<file path="src/rtl/msrv32_load_unit_seq.sv">
// Sequential load unit: word-aligned bus reads, optional two-beat split for boundary-crossing loads, byte align + extend.
// Latency: accept at N, dmreq at N+1, result at N+3 with zero bus wait; a split adds two cycles; a blocked crossing load answers at N+1.
// Backpressure: one load in flight (lu_ready_out low otherwise); dmaddr held until dmready. Macro MSRV32_MISALIGN_SPLIT_EN enables the split.
module msrv32_load_unit_seq #(
  parameter int DATA_W = 32,
  parameter int ADDR_W = 32,
  parameter int TAG_W  = 5
) (
  input  logic              ms_riscv32_mp_clk_in,
  input  logic              ms_riscv32_mp_rst_in,
  input  logic              lu_req_in,
  output logic              lu_ready_out,
  input  logic [ADDR_W-1:0] lu_addr_in,
  input  logic [1:0]        load_size_in,
  input  logic              load_unsigned_in,
  input  logic [TAG_W-1:0]  lu_tag_in,
  output logic              ms_riscv32_mp_dmreq_out,
  output logic [ADDR_W-1:0] ms_riscv32_mp_dmaddr_out,
  input  logic              ms_riscv32_mp_dmready_in,
  input  logic              ms_riscv32_mp_dmvalid_in,
  input  logic [DATA_W-1:0] ms_riscv32_mp_dmdata_in,
  input  logic              ahb_resp_in,
  output logic              lu_valid_out,
  output logic [DATA_W-1:0] lu_output_out,
  output logic [TAG_W-1:0]  lu_tag_out,
  output logic              lu_error_out,
  output logic              lu_misaligned_out
);
  localparam int BYTES = DATA_W / 8;
  localparam int OFF_W = $clog2(BYTES);

  typedef enum logic [2:0] {
    S_IDLE,
    S_ADDR0,
    S_DATA0,
`ifdef MSRV32_MISALIGN_SPLIT_EN
    S_ADDR1,
    S_DATA1,
`endif
    S_RESP
  } state_t;

  state_t              state_q, state_d;
  logic [ADDR_W-1:0]   addr_q, addr_d;
  logic [1:0]          size_q, size_d;
  logic                uns_q, uns_d;
  logic [TAG_W-1:0]    tag_q, tag_d;
  logic [DATA_W-1:0]   lo_q, lo_d;
  logic [DATA_W-1:0]   hi_q, hi_d;
  logic                err_q, err_d;
  logic                mis_q, mis_d;
  logic [DATA_W-1:0]   out_q, out_d;
  logic [TAG_W-1:0]    otag_q, otag_d;

  logic [OFF_W-1:0]    req_off;
  logic [1:0]          req_size;
  logic                req_uns;
  logic [1:0]          eff_size;
  logic [3:0]          size_bytes;
  logic                split;
  logic [2*DATA_W-1:0] sh;
  logic                fill;
  logic [DATA_W-1:0]   res;

  // While idle the request fields come straight from the port, afterwards from the latch.
  assign req_off  = (state_q == S_IDLE) ? lu_addr_in[OFF_W-1:0] : addr_q[OFF_W-1:0];
  assign req_size = (state_q == S_IDLE) ? load_size_in : size_q;
  assign req_uns  = (state_q == S_IDLE) ? load_unsigned_in : uns_q;

  // A doubleword on a 32-bit bus degrades to a word.
  assign eff_size = (DATA_W == 32 && req_size == 2'b11) ? 2'b10 : req_size;

  // Access size in bytes and whether the access crosses a bus word.
  always_comb begin
    size_bytes = 4'd1;
    case (eff_size)
      2'b00:   size_bytes = 4'd1;
      2'b01:   size_bytes = 4'd2;
      2'b10:   size_bytes = 4'd4;
      default: size_bytes = 4'd8;
    endcase
    split = ({{(4-OFF_W){1'b0}}, req_off} + size_bytes) > 4'(BYTES);
  end

  // Align the captured beats, then sign- or zero-fill above the access width.
  always_comb begin
    sh   = {hi_d, lo_d} >> {req_off, 3'b000};
    fill = 1'b0;
    case (eff_size)
      2'b00:   fill = ~req_uns & sh[7];
      2'b01:   fill = ~req_uns & sh[15];
      2'b10:   fill = ~req_uns & sh[31];
      default: fill = 1'b0;
    endcase
    res = sh[DATA_W-1:0];
    for (int i = 0; i < DATA_W; i++) begin
      if (i >= 8 * int'(size_bytes)) res[i] = fill;
    end
  end

  // Next-state and holding-register update for the bus sequence.
  always_comb begin
    state_d = state_q;
    addr_d  = addr_q;
    size_d  = size_q;
    uns_d   = uns_q;
    tag_d   = tag_q;
    lo_d    = lo_q;
    hi_d    = hi_q;
    err_d   = err_q;
    mis_d   = mis_q;
    case (state_q)
      S_IDLE: begin
        if (lu_req_in) begin
          addr_d = lu_addr_in;
          size_d = load_size_in;
          uns_d  = load_unsigned_in;
          tag_d  = lu_tag_in;
          lo_d   = '0;
          hi_d   = '0;
          err_d  = 1'b0;
          mis_d  = 1'b0;
`ifdef MSRV32_MISALIGN_SPLIT_EN
          state_d = S_ADDR0;
`else
          if (split) begin
            mis_d   = 1'b1;
            state_d = S_RESP;
          end else begin
            state_d = S_ADDR0;
          end
`endif
        end
      end
      S_ADDR0: if (ms_riscv32_mp_dmready_in) state_d = S_DATA0;
      S_DATA0: begin
        if (ms_riscv32_mp_dmvalid_in) begin
          lo_d = ms_riscv32_mp_dmdata_in;
          if (ahb_resp_in) begin
            err_d   = 1'b1;
            state_d = S_RESP;
`ifdef MSRV32_MISALIGN_SPLIT_EN
          end else if (split) begin
            state_d = S_ADDR1;
`endif
          end else begin
            state_d = S_RESP;
          end
        end
      end
`ifdef MSRV32_MISALIGN_SPLIT_EN
      S_ADDR1: if (ms_riscv32_mp_dmready_in) state_d = S_DATA1;
      S_DATA1: begin
        if (ms_riscv32_mp_dmvalid_in) begin
          hi_d    = ms_riscv32_mp_dmdata_in;
          err_d   = ahb_resp_in;
          state_d = S_RESP;
        end
      end
`endif
      S_RESP:  state_d = S_IDLE;
      default: state_d = S_IDLE;
    endcase
  end

  // Result and tag are captured on entry to RESP and persist until the next one.
  always_comb begin
    out_d  = out_q;
    otag_d = otag_q;
    if (state_d == S_RESP) begin
      out_d  = (err_d || mis_d) ? '0 : res;
      otag_d = tag_d;
    end
  end

  // State and holding registers; reset abandons any access in flight.
  always_ff @(posedge ms_riscv32_mp_clk_in or posedge ms_riscv32_mp_rst_in) begin
    if (ms_riscv32_mp_rst_in) begin
      state_q <= S_IDLE;
      addr_q  <= '0;
      size_q  <= '0;
      uns_q   <= 1'b0;
      tag_q   <= '0;
      lo_q    <= '0;
      hi_q    <= '0;
      err_q   <= 1'b0;
      mis_q   <= 1'b0;
      out_q   <= '0;
      otag_q  <= '0;
    end else begin
      state_q <= state_d;
      addr_q  <= addr_d;
      size_q  <= size_d;
      uns_q   <= uns_d;
      tag_q   <= tag_d;
      lo_q    <= lo_d;
      hi_q    <= hi_d;
      err_q   <= err_d;
      mis_q   <= mis_d;
      out_q   <= out_d;
      otag_q  <= otag_d;
    end
  end

  assign lu_ready_out            = (state_q == S_IDLE);
  assign lu_valid_out            = (state_q == S_RESP);
  assign lu_output_out           = out_q;
  assign lu_tag_out              = otag_q;
  assign lu_error_out            = (state_q == S_RESP) && err_q;
  assign lu_misaligned_out       = (state_q == S_RESP) && mis_q;

`ifdef MSRV32_MISALIGN_SPLIT_EN
  assign ms_riscv32_mp_dmreq_out  = (state_q == S_ADDR0) || (state_q == S_ADDR1);
  assign ms_riscv32_mp_dmaddr_out = (state_q == S_ADDR0) ? (addr_q & ~ADDR_W'(BYTES - 1)) :
                                    (state_q == S_ADDR1) ? ((addr_q & ~ADDR_W'(BYTES - 1)) + ADDR_W'(BYTES)) :
                                    '0;
`else
  assign ms_riscv32_mp_dmreq_out  = (state_q == S_ADDR0);
  assign ms_riscv32_mp_dmaddr_out = (state_q == S_ADDR0) ? (addr_q & ~ADDR_W'(BYTES - 1)) : '0;
`endif

endmodule
</file>
<file path="config.mk">
export PLATFORM = sky130hd
export DESIGN_NAME = msrv32_load_unit_seq
export DESIGN_NICKNAME = d
export VERILOG_FILES = /design/src/rtl/msrv32_load_unit_seq.sv
export SDC_FILE = /design/constraint.sdc
export NUM_CORES = 1
export LEC_CHECK = 0
export BUFFER_PORTS_ARGS = -buffer_cell sky130_fd_sc_hd__buf_2
export CAP_MARGIN = 20
export CORE_UTILIZATION = 51
export CTS_BUF_LIST = sky130_fd_sc_hd__clkbuf_2
export DETAILED_ROUTE_END_ITERATION = 6
export GPL_TIMING_DRIVEN = 0
export HOLD_SLACK_MARGIN = 0.12
export PLACE_DENSITY = 0.76
export SLEW_MARGIN = 20
export SYNTH_ARGS = -nofsm -noshare
export SYNTH_HDL_FRONTEND = slang
export SYNTH_SLANG_ARGS = --single-unit
export TNS_END_PERCENT = 50
</file>
<file path="constraint.sdc">
create_clock -name ms_riscv32_mp_clk_in -period 5.2 [get_ports ms_riscv32_mp_clk_in]
set_input_delay 0.78 -clock ms_riscv32_mp_clk_in [delete_from_list [all_inputs] [get_ports ms_riscv32_mp_clk_in]]
set_output_delay 0.78 -clock ms_riscv32_mp_clk_in [all_outputs]
set_load 0.03 [all_outputs]
</file>
==> results of run 1 <==
## state kept, by name, summed over array words and instances (netlist names)
signal / cells
addr_q: 32
err_q: 1
hi_q: 24
lo_q: 32
lu_output_out: 32
lu_tag_out: 5
mis_q: 1
size_q: 2
state_q: 3
tag_q: 5
uns_q: 1
## how the worst max path moves through the flow
stage,startpoint,endpoint,depth (start not counted)
global route,state_q[2],lu_output_out[24],18
CTS,state_q[2],lu_output_out[18],18
global placement,ms_riscv32_mp_rst_in,lo_q[7],2
floorplan,ms_riscv32_mp_rst_in,addr_q[0],1
detailed placement,lu_addr_in[0],lu_output_out[19],18
finish,state_q[2],lu_output_out[24],18
## power by group through the flow
stage / Sequential [mW] / Clock (mW) / Combinational, mW
final: 1.58 / 0.587 / 1.92
after global routing: 1.62 / 0.645 / 2.08
after CTS: 1.58 / 0.600 / 1.90
after detailed placement: 1.60 / 0 / 1.90
after global placement: 1.59 / 0 / 1.87
after floorplan: 1.78 / 0 / 1.16
## what timing repair did
action                                  in CTS  in global routing
hold buffers                                 1                  0
hold endpoints to repair                    41                  0
buffers inserted                             0                  0
endpoints found under the setup margin       0                  5
gates resized for setup                      0                  2
## cell families after synthesis
logic type	after synthesis	share of synthesized area (%)
muxes	38	5.75
other	1	0.0544
DFF	138	50.1
and+or+nand+nor	302	20.9
AOI/OAI and AO/OA	161	18.1
adders and majority gates	3	0.653
buffers and inverters	69	4.41
## per-stage QoR
step | setup TNS, ns | util, %
floorplan | 0 | -
global placement | -108.09 | 59.6
detailed placement | 0 | 59.9
CTS | 0 | 61.6
global route | -0.0398 | 61.6
finish | 0 | 61.6
## routing by layer
layer / up-vias / GRT usage [%]
met5: - / 0
met4: 0 / 10.1
met3: 36 / 5.84
met2: 244 / 42.1
met1: 2831 / 38.5
li1: 2831 / -
## synthesized netlist by cell type (all sizes together), types with 9 or more instances
cell,count
buf,20
a32o,9
o2bb2ai,9
mux2i,28
a22oi,9
and2,58
o211ai,9
o21ai,19
a21oi,27
clkbuf,33
inv,15
mux2,10
a22o,31
nand2b,9
dfrtp,138
nor2,39
nand2,172
## tightest hold or removal path, cell delays in order
cell and delay [ns]:
buf_2 0.08, nand2_1 0.04, nand2_1 0.04
## area by class of cell
| cell class | count | area [um^2] | share of cell area (%) |
|---|---|---|---|
| flip-flops and latches | 138 | 3450 | 42.5 |
| multi-input cells | 507 | 3150 | 38.7 |
| repair buffers | 151 | 783 | 9.64 |
| plain buffers | 53 | 245 | 3.02 |
| well taps | 176 | 220 | 2.71 |
| clock inverters | 15 | 126 | 1.55 |
| clock buffers | 17 | 85.1 | 1.05 |
| inverters | 16 | 67.6 | 0.831 |
==> out/summary.log, run 1 <==
INFO  critical_path  worstReg2RegStart=state_q[2]
INFO  finish         flow.area_growth_from_synthesis=17.9%
INFO  sta            setup_slack=0.229ns
INFO  grt            vias_in_the_first_global_route=5644
INFO  sta            fin_skew=0.0389ns
INFO  critical_path  critical_path.reg2reg.endpoint=lu_output_out[24]
INFO  pwr            switchingPower=1.85mW
INFO  sta            maxSlewHeadroom=43.7%
INFO  finish         final_common_cell=nand2_1
INFO  synthesis      synth.top_cell.area_share=50.1%
INFO  cts            clock_sink_count=138
INFO  pwr            power.static_leakage=4.24nW
INFO  place          final_replace_weighted_congestion=0.984
INFO  synthesis      synth_enable_flop_cells=0
INFO  sta            slew_violations=0
INFO  critical_path  critPathSlowestCell=nor4b_1
INFO  synthesis      synth-seq-area-share=50.1%
INFO  synthesis      post_synth_instance_area=6890um^2
INFO  synthesis      post_synth.cell_area_avg=9.68um^2
INFO  sta            finalHoldWorstSlack=0.229ns
INFO  critical_path  top_delay_family_on_crit_path=buffers and inverters
INFO  place          placed_cells_incl_taps=1040
INFO  grt            grt_first_pass_wirelength=29600um
INFO  synthesis      yosys.cell_types.count=63
INFO  cts            worst_skew_pair.late_latency=0.74ns
INFO  critical_path  critPathRequiredTime=5.87ns
INFO  pwr            p_comb_share=47.0%
INFO  routing        vias=5942
INFO  critical_path  delay_of_the_slowest_cell_on_the_worst_path=0.58ns
INFO  cts            tritoncts=built
INFO  grt            maximum_number_of_pins_on_one_net_before_global_route_repair=98
INFO  grt            overflow=0
INFO  routing        drt_wl_total=18600um
INFO  critical_path  path_max_fanout=10
INFO  pwr            power_density=503nW/um^2
INFO  floorplan      io-pin-count=152
INFO  sta            rsz0062_at_grt=true
INFO  synthesis      synthDominantAreaCellType=dfrtp_1
INFO  synthesis      synth_top_cells_by_area=dfrtp_1 (50%), nand2_1 (9.4%), and2_1 (5.2%)
INFO  synthesis      synth.ff_latch_count=138
INFO  cts            clock_tree.root_cell=clkbuf_2
INFO  routing        highest-signal-layer=met4
INFO  routing        post_route_antenna_net_violation_count=0
INFO  critical_path  path_buf_inv=7
INFO  floorplan      num_rows=42
INFO  pwr            power_switching_share=45.3%
INFO  finish         stdcell_count=1073
INFO  finish         n_antenna_cell=0
INFO  pwr            seqPwrFrac=38.6%
INFO  floorplan      fp.dieArea=14000um^2
INFO  critical_path  timing.critical_path.from_type=flop
INFO  floorplan      floorplan_core_area=13200um^2
INFO  hold_path      hold-path-cell-count=3
INFO  sta            maxClockFrequency=0.201GHz
INFO  pwr            total_power=4.09mW
INFO  grt            initial_antenna_violation_count=0
INFO  sta            hold_violations=0
INFO  routing        route.detailed.vias_per_inst=5.54
INFO  cts            cts_buffer_depth=2
INFO  place          postPlaceCellArea=7910um^2
INFO  sta            final_min_period_over_clock_period=95.6%
INFO  cts            cts_max_level=4
INFO  routing        route.detailed.wl_per_inst=17.3um
INFO  critical_path  rrSetupSlack=0.23ns
INFO  routing        met3_length=1230um
INFO  routing        dr_wl_met2=8220um
INFO  finish         final_cell_mix=nand2_1 (172), buf_2 (160), dfrtp_1 (138), and2_1 (57), nor2_1 (37)
INFO  routing        drt_first_iter_violations=583
INFO  run            maxCapViolations=0
INFO  place          hpwlAfterDp=13700um
INFO  critical_path  critical_path.cell_chain=buf_4, nor4b_1, nor2_4, inv_2, buf_2, buf_2, ha_1, inv_1, fa_1, nand2b_1, a221oi_1, a21oi_1, a21oi_1, nand2b_1, buf_2, clkbuf_1, a21oi_1, nand2_1
INFO  critical_path  worstRegToRegCells=18
INFO  floorplan      initial_core_util=52.3%
INFO  critical_path  arrival=5.64ns
INFO  cts            clkTransAtPathRegs=0.21ns
INFO  finish         fillCellCount=1140
INFO  synthesis      yosys_warnings=0
INFO  routing        detail_route.first_pass.iterations=5
INFO  synthesis      postSynthCellCount=712
INFO  run_status     status=finished clean
INFO  sta            timing_worst_slew_pin_value=0.842ns
INFO  finish         post_route_cells_drive_above_1_share=25.4%
INFO  routing        drcViolationCount=0
INFO  pwr            p_int=2.24mW
INFO  routing        drt-met1-wl=8630um
INFO  sta            setup_violations=0
INFO  cts            cts_buffers=17
INFO  hold_path      min_from=lu_addr_in[5]
INFO  critical_path  worst_setup_path_end_kind=flop
INFO  synthesis      async_reset_ff_share=100%
INFO  hold_path      hold-path-endpoint=addr_q[5]
INFO  place          placement.setup.worst_slack=0.145ns
INFO  hold_path      worst_hold_path_type=input port to flop
INFO  synthesis      postSynth.topFlopCell=dfrtp_1
INFO  floorplan      floorplan.die.width=118um
INFO  floorplan      die_height=118um
INFO  critical_path  critPathKind=flop to flop
INFO  pwr            share_clk_of_total_power=14.3%
INFO  grt            track_usage=27.5%
INFO  pwr            worst_ir_drop_vdd=269uV
INFO  place          i_o_buffers=149
INFO  sta            final.min_clock_period=4.97ns
INFO  finish         final_cell_area=8130um^2
INFO  finish         num-nets-final=965
Note: power is estimated with default switching activity, not from simulation.
==> inputs of run 2 (changes only) <==
- PLACE_DENSITY: 0.76 -> 0.79
- clock period: 5.2 -> 4.36 ns (I/O delays scaled with it)
==> out/summary.log, run 2 (synthesis gave the netlist of run 1 again) <==
INFO  cts            clock_tree.root_cell=clkbuf_2 [unchanged]
INFO  sta            hold_violations=0 [unchanged]
INFO  place          placed_cells_incl_taps=1040 [unchanged]
INFO  cts            cts_buffer_depth=2 [unchanged]
INFO  routing        drt_wl_total=19700um [was 18600 um]
INFO  hold_path      hold-path-cell-count=3 [unchanged]
INFO  critical_path  path_common_cell=buf_4
INFO  critical_path  critPathKind=flop to flop [unchanged]
INFO  routing        route.detailed.vias_per_inst=5.61 [was 5.54]
INFO  floorplan      fp.dieArea=14000um^2 [unchanged]
INFO  sta            final_min_period_over_clock_period=95.8% [was 95.6%]
INFO  sta            timing_worst_slew_pin_value=0.772ns [was 0.842 ns]
INFO  floorplan      floorplan.die.width=118um [unchanged]
INFO  routing        detail_route.first_pass.iterations=7 [was 5]
INFO  hold_path      min_from=load_unsigned_in [was lu_addr_in[5]]
INFO  pwr            power.static_leakage=4.45nW [was 4.24 nW]
INFO  sta            maxSlewHeadroom=48.2% [was 43.7%]
INFO  routing        route.detailed.wl_per_inst=17.7um [was 17.3 um]
INFO  routing        post_route_antenna_net_violation_count=0 [unchanged]
INFO  finish         final_cell_mix=nand2_1 (172), buf_2 (158), dfrtp_1 (136), and2_1 (57), dlygate4sd3_1 (42) [was nand2_1 (172), buf_2 (160), dfrtp_1 (138), and2_1 (57), nor2_1 (37)]
INFO  critical_path  worst_setup_path_end_kind=flop [unchanged]
INFO  floorplan      num_rows=42 [unchanged]
INFO  critical_path  timing.critical_path.from_type=flop [unchanged]
INFO  finish         final_common_cell=nand2_1 [unchanged]
INFO  grt            vias_in_the_first_global_route=6074 [was 5644]
INFO  floorplan      io-pin-count=152 [unchanged]
INFO  routing        drt_first_iter_violations=628 [was 583]
INFO  critical_path  top_delay_family_on_crit_path=simple AND/OR/NAND/NOR gates [was buffers and inverters]
INFO  place          postPlaceCellArea=7900um^2 [was 7910 um^2]
INFO  finish         stdcell_count=1113 [was 1073]
INFO  sta            finalHoldWorstSlack=0.169ns [was 0.229 ns]
INFO  critical_path  worstRegToRegCells=15 [was 18]
INFO  cts            worst_skew_pair.late_latency=0.73ns [was 0.74 ns]
INFO  hold_path      hold-path-endpoint=uns_q [was addr_q[5]]
INFO  critical_path  critPathRequiredTime=5.03ns [was 5.87 ns]
INFO  sta            slew_violations=0 [unchanged]
INFO  critical_path  critPathSlowestCell=or4_4 [was nor4b_1]
INFO  grt            initial_antenna_violation_count=0 [unchanged]
INFO  run_status     violations_in_the_final_reports=design-rule violations
INFO  sta            setup_violations=0 [unchanged]
INFO  pwr            total_power=5.11mW [was 4.09 mW]
INFO  cts            clkTransAtPathRegs=0.19ns [was 0.21 ns]
INFO  grt            grt_first_pass_wirelength=31200um [was 29600 um]
INFO  floorplan      initial_core_util=52.3% [unchanged]
INFO  grt            maximum_number_of_pins_on_one_net_before_global_route_repair=85 [was 98]
INFO  critical_path  arrival=4.85ns [was 5.64 ns]
INFO  cts            cts_buffers=17 [unchanged]
INFO  place          i_o_buffers=149 [unchanged]
INFO  finish         post_route_cells_drive_above_1_share=25.2% [was 25.4%]
INFO  grt            overflow=0 [unchanged]
INFO  pwr            worst_ir_drop_vdd=271uV [was 269 uV]
INFO  critical_path  critical_path.cell_chain=buf_4, nor4b_4, nor2_4, inv_6, buf_4, ha_1, inv_1, fa_1, nand2b_1, a2111oi_4, a311oi_2, or3_1, buf_2, or4_4, nand2_1 [was buf_4, nor4b_1, nor2_4, inv_2, buf_2, buf_2, ha_1, inv_1, fa_1, nand2b_1, a221oi_1, a21oi_1, a21oi_1, nand2b_1, buf_2, clkbuf_1, a21oi_1, nand2_1]
INFO  cts            cts_max_level=4 [unchanged]
INFO  sta            fin_skew=0.0280ns [was 0.0389 ns]
INFO  critical_path  rrSetupSlack=0.18ns [was 0.23 ns]
INFO  place          final_replace_weighted_congestion=0.974 [was 0.984]
INFO  critical_path  path_max_fanout=16 [was 10]
INFO  finish         final_cell_area=8650um^2 [was 8130 um^2]
INFO  floorplan      die_height=118um [unchanged]
INFO  finish         n_antenna_cell=0 [unchanged]
INFO  floorplan      floorplan_core_area=13200um^2 [unchanged]
INFO  cts            tritoncts=built [unchanged]
INFO  cts            clock_sink_count=138 [unchanged]
INFO  hold_path      worst_hold_path_type=input port to flop [unchanged]
INFO  run_status     status=complete, but fails checks [was finished clean]
INFO  routing        drcViolationCount=2 [was 0]
INFO  critical_path  delay_of_the_slowest_cell_on_the_worst_path=0.56ns [was 0.58 ns]
INFO  finish         num-nets-final=1007 [was 965]
INFO  pwr            power_density=591nW/um^2 [was 503 nW/um^2]
INFO  place          hpwlAfterDp=13700um [about the same]
INFO  grt            track_usage=29.0% [was 27.5%]
INFO  run            maxCapViolations=0 [unchanged]
INFO  routing        vias=6249 [was 5942]
INFO  critical_path  path_buf_inv=5 [was 7]
INFO  finish         flow.area_growth_from_synthesis=25.5% [was 17.9%]
INFO  critical_path  critical_path.reg2reg.endpoint=lu_output_out[16] [was lu_output_out[24]]
INFO  critical_path  worstReg2RegStart=state_q[2] [unchanged]
INFO  sta            maxClockFrequency=0.239GHz [was 0.201 GHz]
INFO  sta            final.min_clock_period=4.18ns [was 4.97 ns]
==> run 2: how the worst max path moves through the flow <==
stage                    startpoint                 to  slack, ns  cells past startpoint
5_1_grt                  state_q[2]  lu_output_out[16]     -0.002                     14
3_5_place_dp          lu_addr_in[0]  lu_output_out[19]      -1.04                     15
2_1_floorplan  ms_riscv32_mp_rst_in          addr_q[0]       0.01                      1
6_report                 state_q[2]  lu_output_out[16]       0.18                     15
4_1_cts                  state_q[0]  lu_output_out[16]       0.06                     13
3_3_place_gp   ms_riscv32_mp_rst_in           lo_q[23]      -1.51                      2
==> run 2: tightest hold or removal path, cell delays in order <==
cell	delay (ns)
buf_2	0.10
nand2_1	0.05
nand2_1	0.06
==> run 2: where the power goes <==
group	switching (mW)	internal, mW
Combinational	1.55	0.832
Sequential	0.222	1.67
Clock	0.471	0.369
Total	2.24	2.87
==> run 2: timing repair <==
item	in CTS	in global routing
gates cloned	0	0
endpoints found under the hold margin	95	0
endpoints found under the setup margin	37	32
buffers inserted	0	3
hold buffers	42	0
gates resized for setup	11	5
pin swaps	0	1
==> run 2: layout make-up <==
cell class / instances / area (um^2)
plain buffers: 51 / 240
multi-input cells: 507 / 3190
repair buffers: 195 / 1220
inverters: 16 / 72.6
flip-flops and latches: 138 / 3460
well taps: 176 / 220
clock buffers: 17 / 85.1
clock inverters: 13 / 178
fillers: 1013 / 4540
==> run 2: per-stage QoR <==
stage | setup slack (ns) | util, % | setup TNS, ns
floorplan | 0.00984 | - | 0
global placement | -1.51 | 59.6 | -227.85
detailed placement | -1.04 | 59.9 | -22.49
CTS | 0.0552 | 65.3 | 0
global route | -0.00224 | 65.6 | -0.00224
finish | 0.184 | 65.6 | 0
==> run 2: metal layers <==
| layer | global-route usage, % | part of all wire, % | vias to the layer above |
|---|---|---|---|
| li1 | - | - | 2917 |
| met1 | 38.9 | 44 | 2996 |
| met2 | 44.6 | 46 | 286 |
| met3 | 6.85 | 6.7 | 50 |
| met4 | 13.8 | 3.5 | 0 |
| met5 | 0 | 0 | - |
==> inputs of run 3 (changes only) <==
- ABC_AREA: not set -> 1
==> out/summary.log, run 3 <==
INFO  run_status     status=finished clean [was complete, but fails checks]
INFO  cts            tritoncts=built [unchanged]
INFO  cts            clkTransAtPathRegs=0.18ns [was 0.19 ns]
INFO  synthesis      postSynthCellCount=952 [was 712]
INFO  critical_path  timing.critical_path.from_type=flop [unchanged]
INFO  floorplan      io-pin-count=152 [unchanged]
INFO  synthesis      synth.ff_latch_count=138 [unchanged]
INFO  floorplan      fp.dieArea=14000um^2 [about the same]
INFO  floorplan      num_rows=42 [unchanged]
INFO  finish         num-nets-final=1233 [was 1007]
INFO  finish         final_cell_mix=nand2_1 (308), buf_2 (161), nor2_1 (142), dfrtp_1 (138), inv_1 (125) [was nand2_1 (172), buf_2 (158), dfrtp_1 (136), and2_1 (57), dlygate4sd3_1 (42)]
INFO  synthesis      post_synth_instance_area=6910um^2 [was 6890 um^2]
INFO  grt            initial_antenna_violation_count=1 [was 0]
INFO  synthesis      synth_enable_flop_cells=0 [unchanged]
INFO  place          i_o_buffers=149 [unchanged]
INFO  sta            hold_violations=0 [unchanged]
INFO  synthesis      yosys_warnings=0 [unchanged]
INFO  critical_path  worst_setup_path_end_kind=flop [unchanged]
INFO  grt            overflow=0 [unchanged]
INFO  critical_path  path_buf_inv=6 [was 5]
INFO  synthesis      async_reset_ff_share=100% [unchanged]
INFO  cts            worst_skew_pair.late_latency=0.70ns [was 0.73 ns]
INFO  finish         post_route_cells_drive_above_1_share=18.3% [was 25.2%]
INFO  critical_path  critPathRequiredTime=5.00ns [was 5.03 ns]
INFO  floorplan      floorplan.die.width=118um [about the same]
INFO  finish         final_cell_area=8370um^2 [was 8650 um^2]
INFO  pwr            p_comb_share=53.1% [was 46.5%]
INFO  cts            cts_buffers=17 [unchanged]
INFO  sta            maxSlewHeadroom=58.8% [was 48.2%]
INFO  routing        vias=6723 [was 6249]
INFO  place          postPlaceCellArea=7920um^2 [was 7900 um^2]
INFO  synthesis      synth-seq-area-share=50.0% [was 50.1%]
INFO  critical_path  arrival=4.60ns [was 4.85 ns]
INFO  pwr            power_density=635nW/um^2 [was 591 nW/um^2]
INFO  routing        route.detailed.wl_per_inst=13.9um [was 17.7 um]
INFO  grt            maximum_number_of_pins_on_one_net_before_global_route_repair=80 [was 85]
INFO  critical_path  path_max_fanout=10 [was 16]
INFO  cts            cts_max_level=4 [unchanged]
INFO  sta            timing_worst_slew_pin_value=0.614ns [was 0.772 ns]
INFO  cts            clock_tree.root_cell=clkbuf_2 [unchanged]
INFO  synthesis      yosys.cell_types.count=31 [was 63]
INFO  sta            rsz0062_at_grt=false
INFO  pwr            worst_ir_drop_vdd=409uV [was 271 uV]
INFO  routing        detail_route.first_pass.iterations=5 [was 7]
INFO  routing        post_route_antenna_net_violation_count=0 [unchanged]
INFO  grt            grt_first_pass_wirelength=30500um [was 31200 um]
INFO  pwr            power.static_leakage=4.88nW [was 4.45 nW]
INFO  synthesis      synthDominantAreaCellType=dfrtp_1 [unchanged]
INFO  pwr            share_clk_of_total_power=11.7% [was 16.4%]
INFO  critical_path  delay_of_the_slowest_cell_on_the_worst_path=0.48ns [was 0.56 ns]
INFO  place          final_replace_weighted_congestion=0.933 [was 0.974]
INFO  routing        drcViolationCount=0 [was 2]
INFO  pwr            p_int=2.73mW [was 2.87 mW]
INFO  grt            vias_in_the_first_global_route=6347 [was 6074]
INFO  pwr            power_switching_share=48.7% [was 43.8%]
INFO  grt            track_usage=27.9% [was 29.0%]
INFO  routing        route.detailed.vias_per_inst=5.02 [was 5.61]
INFO  critical_path  worstReg2RegStart=state_q[2] [unchanged]
INFO  floorplan      die_height=118um [about the same]
INFO  sta            maxClockFrequency=0.252GHz [was 0.239 GHz]
INFO  place          hpwlAfterDp=13200um [was 13700 um]
INFO  finish         final_common_cell=nand2_1 [unchanged]
INFO  floorplan      floorplan_core_area=13200um^2 [about the same]
INFO  critical_path  worst_setup_path_startpoint=state_q[2] [unchanged]
INFO  synthesis      synth_top_cells_by_area=dfrtp_1 (50%), nand2_1 (17%), nor2_1 (7.7%) [was dfrtp_1 (50%), nand2_1 (9.4%), and2_1 (5.2%)]
INFO  sta            slew_violations=0 [unchanged]
INFO  cts            clock_sink_count=138 [unchanged]
INFO  pwr            switchingPower=2.59mW [was 2.24 mW]
INFO  synthesis      synth.top_cell.area_share=50.0% [was 50.1%]
INFO  cts            cts_buffer_depth=2 [unchanged]
INFO  synthesis      post_synth.cell_area_avg=7.25um^2 [was 9.68 um^2]
INFO  routing        drt_first_iter_violations=608 [was 628]
INFO  critical_path  critPathKind=flop to flop [unchanged]
INFO  hold_path      worst_hold_path_type=input port to flop [unchanged]
INFO  sta            final_min_period_over_clock_period=90.9% [was 95.8%]
INFO  sta            final.min_clock_period=3.96ns [was 4.18 ns]
INFO  critical_path  critPathSlowestCell=fa_1 [was or4_4]
INFO  finish         layout.core_utilization=63.2% [was 65.6%]
INFO  hold_path      min_from=lu_addr_in[31] [was load_unsigned_in]
INFO  cts            cts-resized-gates=0 [was 11]
INFO  finish         flow.area_growth_from_synthesis=21.2% [was 25.5%]
INFO  critical_path  critical_path.cell_chain=nor2_4, nand2_4, inv_1, nand2_1, nand2_1, buf_2, buf_2, ha_1, inv_1, fa_1, inv_1, nor2_1, o21ai_0, nor2_1, nand2_1, nand3_2, nand2_2, nand2_2, clkbuf_1, nand2_1, o21ai_1 [was buf_4, nor4b_4, nor2_4, inv_6, buf_4, ha_1, inv_1, fa_1, nand2b_1, a2111oi_4, a311oi_2, or3_1, buf_2, or4_4, nand2_1]
INFO  sta            finalSetupTns=0ns [unchanged]
INFO  run            maxCapViolations=0 [unchanged]
INFO  finish         fillCellCount=1250 [was 1013]
INFO  critical_path  top_delay_family_on_crit_path=simple AND/OR/NAND/NOR gates [unchanged]
INFO  synthesis      postSynth.topFlopCell=dfrtp_1 [unchanged]
INFO  floorplan      initial_core_util=52.2% [was 52.3%]
INFO  synthesis      netlist_top_cells_count=nand2_1 (308), nor2_1 (142), dfrtp_1 (138) [was nand2_1 (172), dfrtp_1 (138), and2_1 (57)]
INFO  sta            setup_violations=0 [unchanged]
INFO  synthesis      cell_with_the_most_instances_after_synthesis=nand2_1 [unchanged]
INFO  sta            fin_skew=0.0187ns [was 0.0280 ns]
INFO  critical_path  path_common_cell=nand2_1 [was buf_4]
INFO  pwr            seqPwrFrac=35.2% [was 37.1%]
INFO  routing        drt_wl_total=18600um [was 19700 um]
INFO  sta            finalHoldWorstSlack=0.160ns [was 0.169 ns]
-- run 3: cell types whose count changed in the layout (fill, tap and decap cells not counted), moves of 30 or more --
| cell | delta |
|---|---|
| a22o_1 | -31 |
| and2_1 | -57 |
| inv_1 | +113 |
| nand2_1 | +136 |
| nand3_1 | +30 |
| nor2_1 | +107 |
| o21ai_0 | +80 |
-- run 3: power by group through the flow --
stage	clock (mW)	sequential (mW)	combinational, mW
6_report	0.623	1.87	2.82
5_1_grt	0.679	1.92	3.16
4_1_cts	0.627	1.87	2.78
3_5_place_dp	0	1.90	2.74
3_3_place_gp	0	1.89	2.69
2_1_floorplan	0	2.16	1.69
-- run 3: final cells by class --
type / instances / area (um^2) / area share, %
Sequential cell: 138 / 3450 / 41.3
Clock inverter: 7 / 55.1 / 0.658
Clock buffer: 21 / 105 / 1.26
Timing Repair Buffer: 179 / 1060 / 12.7
Multi-Input combinational cell: 638 / 2740 / 32.8
Antenna cell: 1 / 2.50 / 0.0299
Inverter: 130 / 495 / 5.92
Tap cell: 176 / 220 / 2.63
Buffer: 48 / 229 / 2.74
-- run 3: layer usage --
| metal | GRT usage (%) | wire length (um) |
|---|---|---|
| met5 | 0 | 0 |
| met4 | 12.7 | 661 |
| met2 | 43.1 | 8360 |
| met1 | 38.2 | 8230 |
| met3 | 5.65 | 1310 |
-- run 3: tightest hold or removal path, stage by stage --
cell and delay, ns:
buf_2 0.07, nand2_1 0.04, o21ai_0 0.07
-- run 3: timing repair --
item                      CTS  global route
hold buffers               27             2
hold endpoints to repair  104             2
buffers inserted            0             0
-- run 3: metrics by stage --
step           worst slack, ns  std cells  power, mW
2_1_floorplan          0.00984        954       3.85
3_3_place_gp             -1.48       1279       4.58
3_5_place_dp             0.496       1280       4.64
4_1_cts                  0.454       1335       5.27
5_1_grt                 0.0539       1338       5.76
6_report                 0.396       1338       5.32
-- run 3: worst paths after layout --
kind	slack [ns]	cells after the start	end
max in group asynchronous	3.14	4	lo_q[0]
worst min-delay path	0.16	3	addr_q[31]
worst min register to register	0.50	2	tag_q[1]
min in group asynchronous	0.55	3	addr_q[11]
worst max register to register	0.40	21	lu_output_out[4]
worst max-delay path	0.40	21	lu_output_out[4]
-- run 3: kinds of logic after synthesis --
| group | Yosys count | share of synthesized area (%) |
|---|---|---|
| flip-flops | 138 | 50.0 |
| other | 1 | 0.0543 |
| AO/OA/AOI/OAI | 135 | 10.4 |
| buffers and inverters | 178 | 10.4 |
| multiplexers | 1 | 0.145 |
| adder cells (fa/ha/maj) | 3 | 0.652 |
| AND/OR/NAND/NOR | 496 | 28.4 |
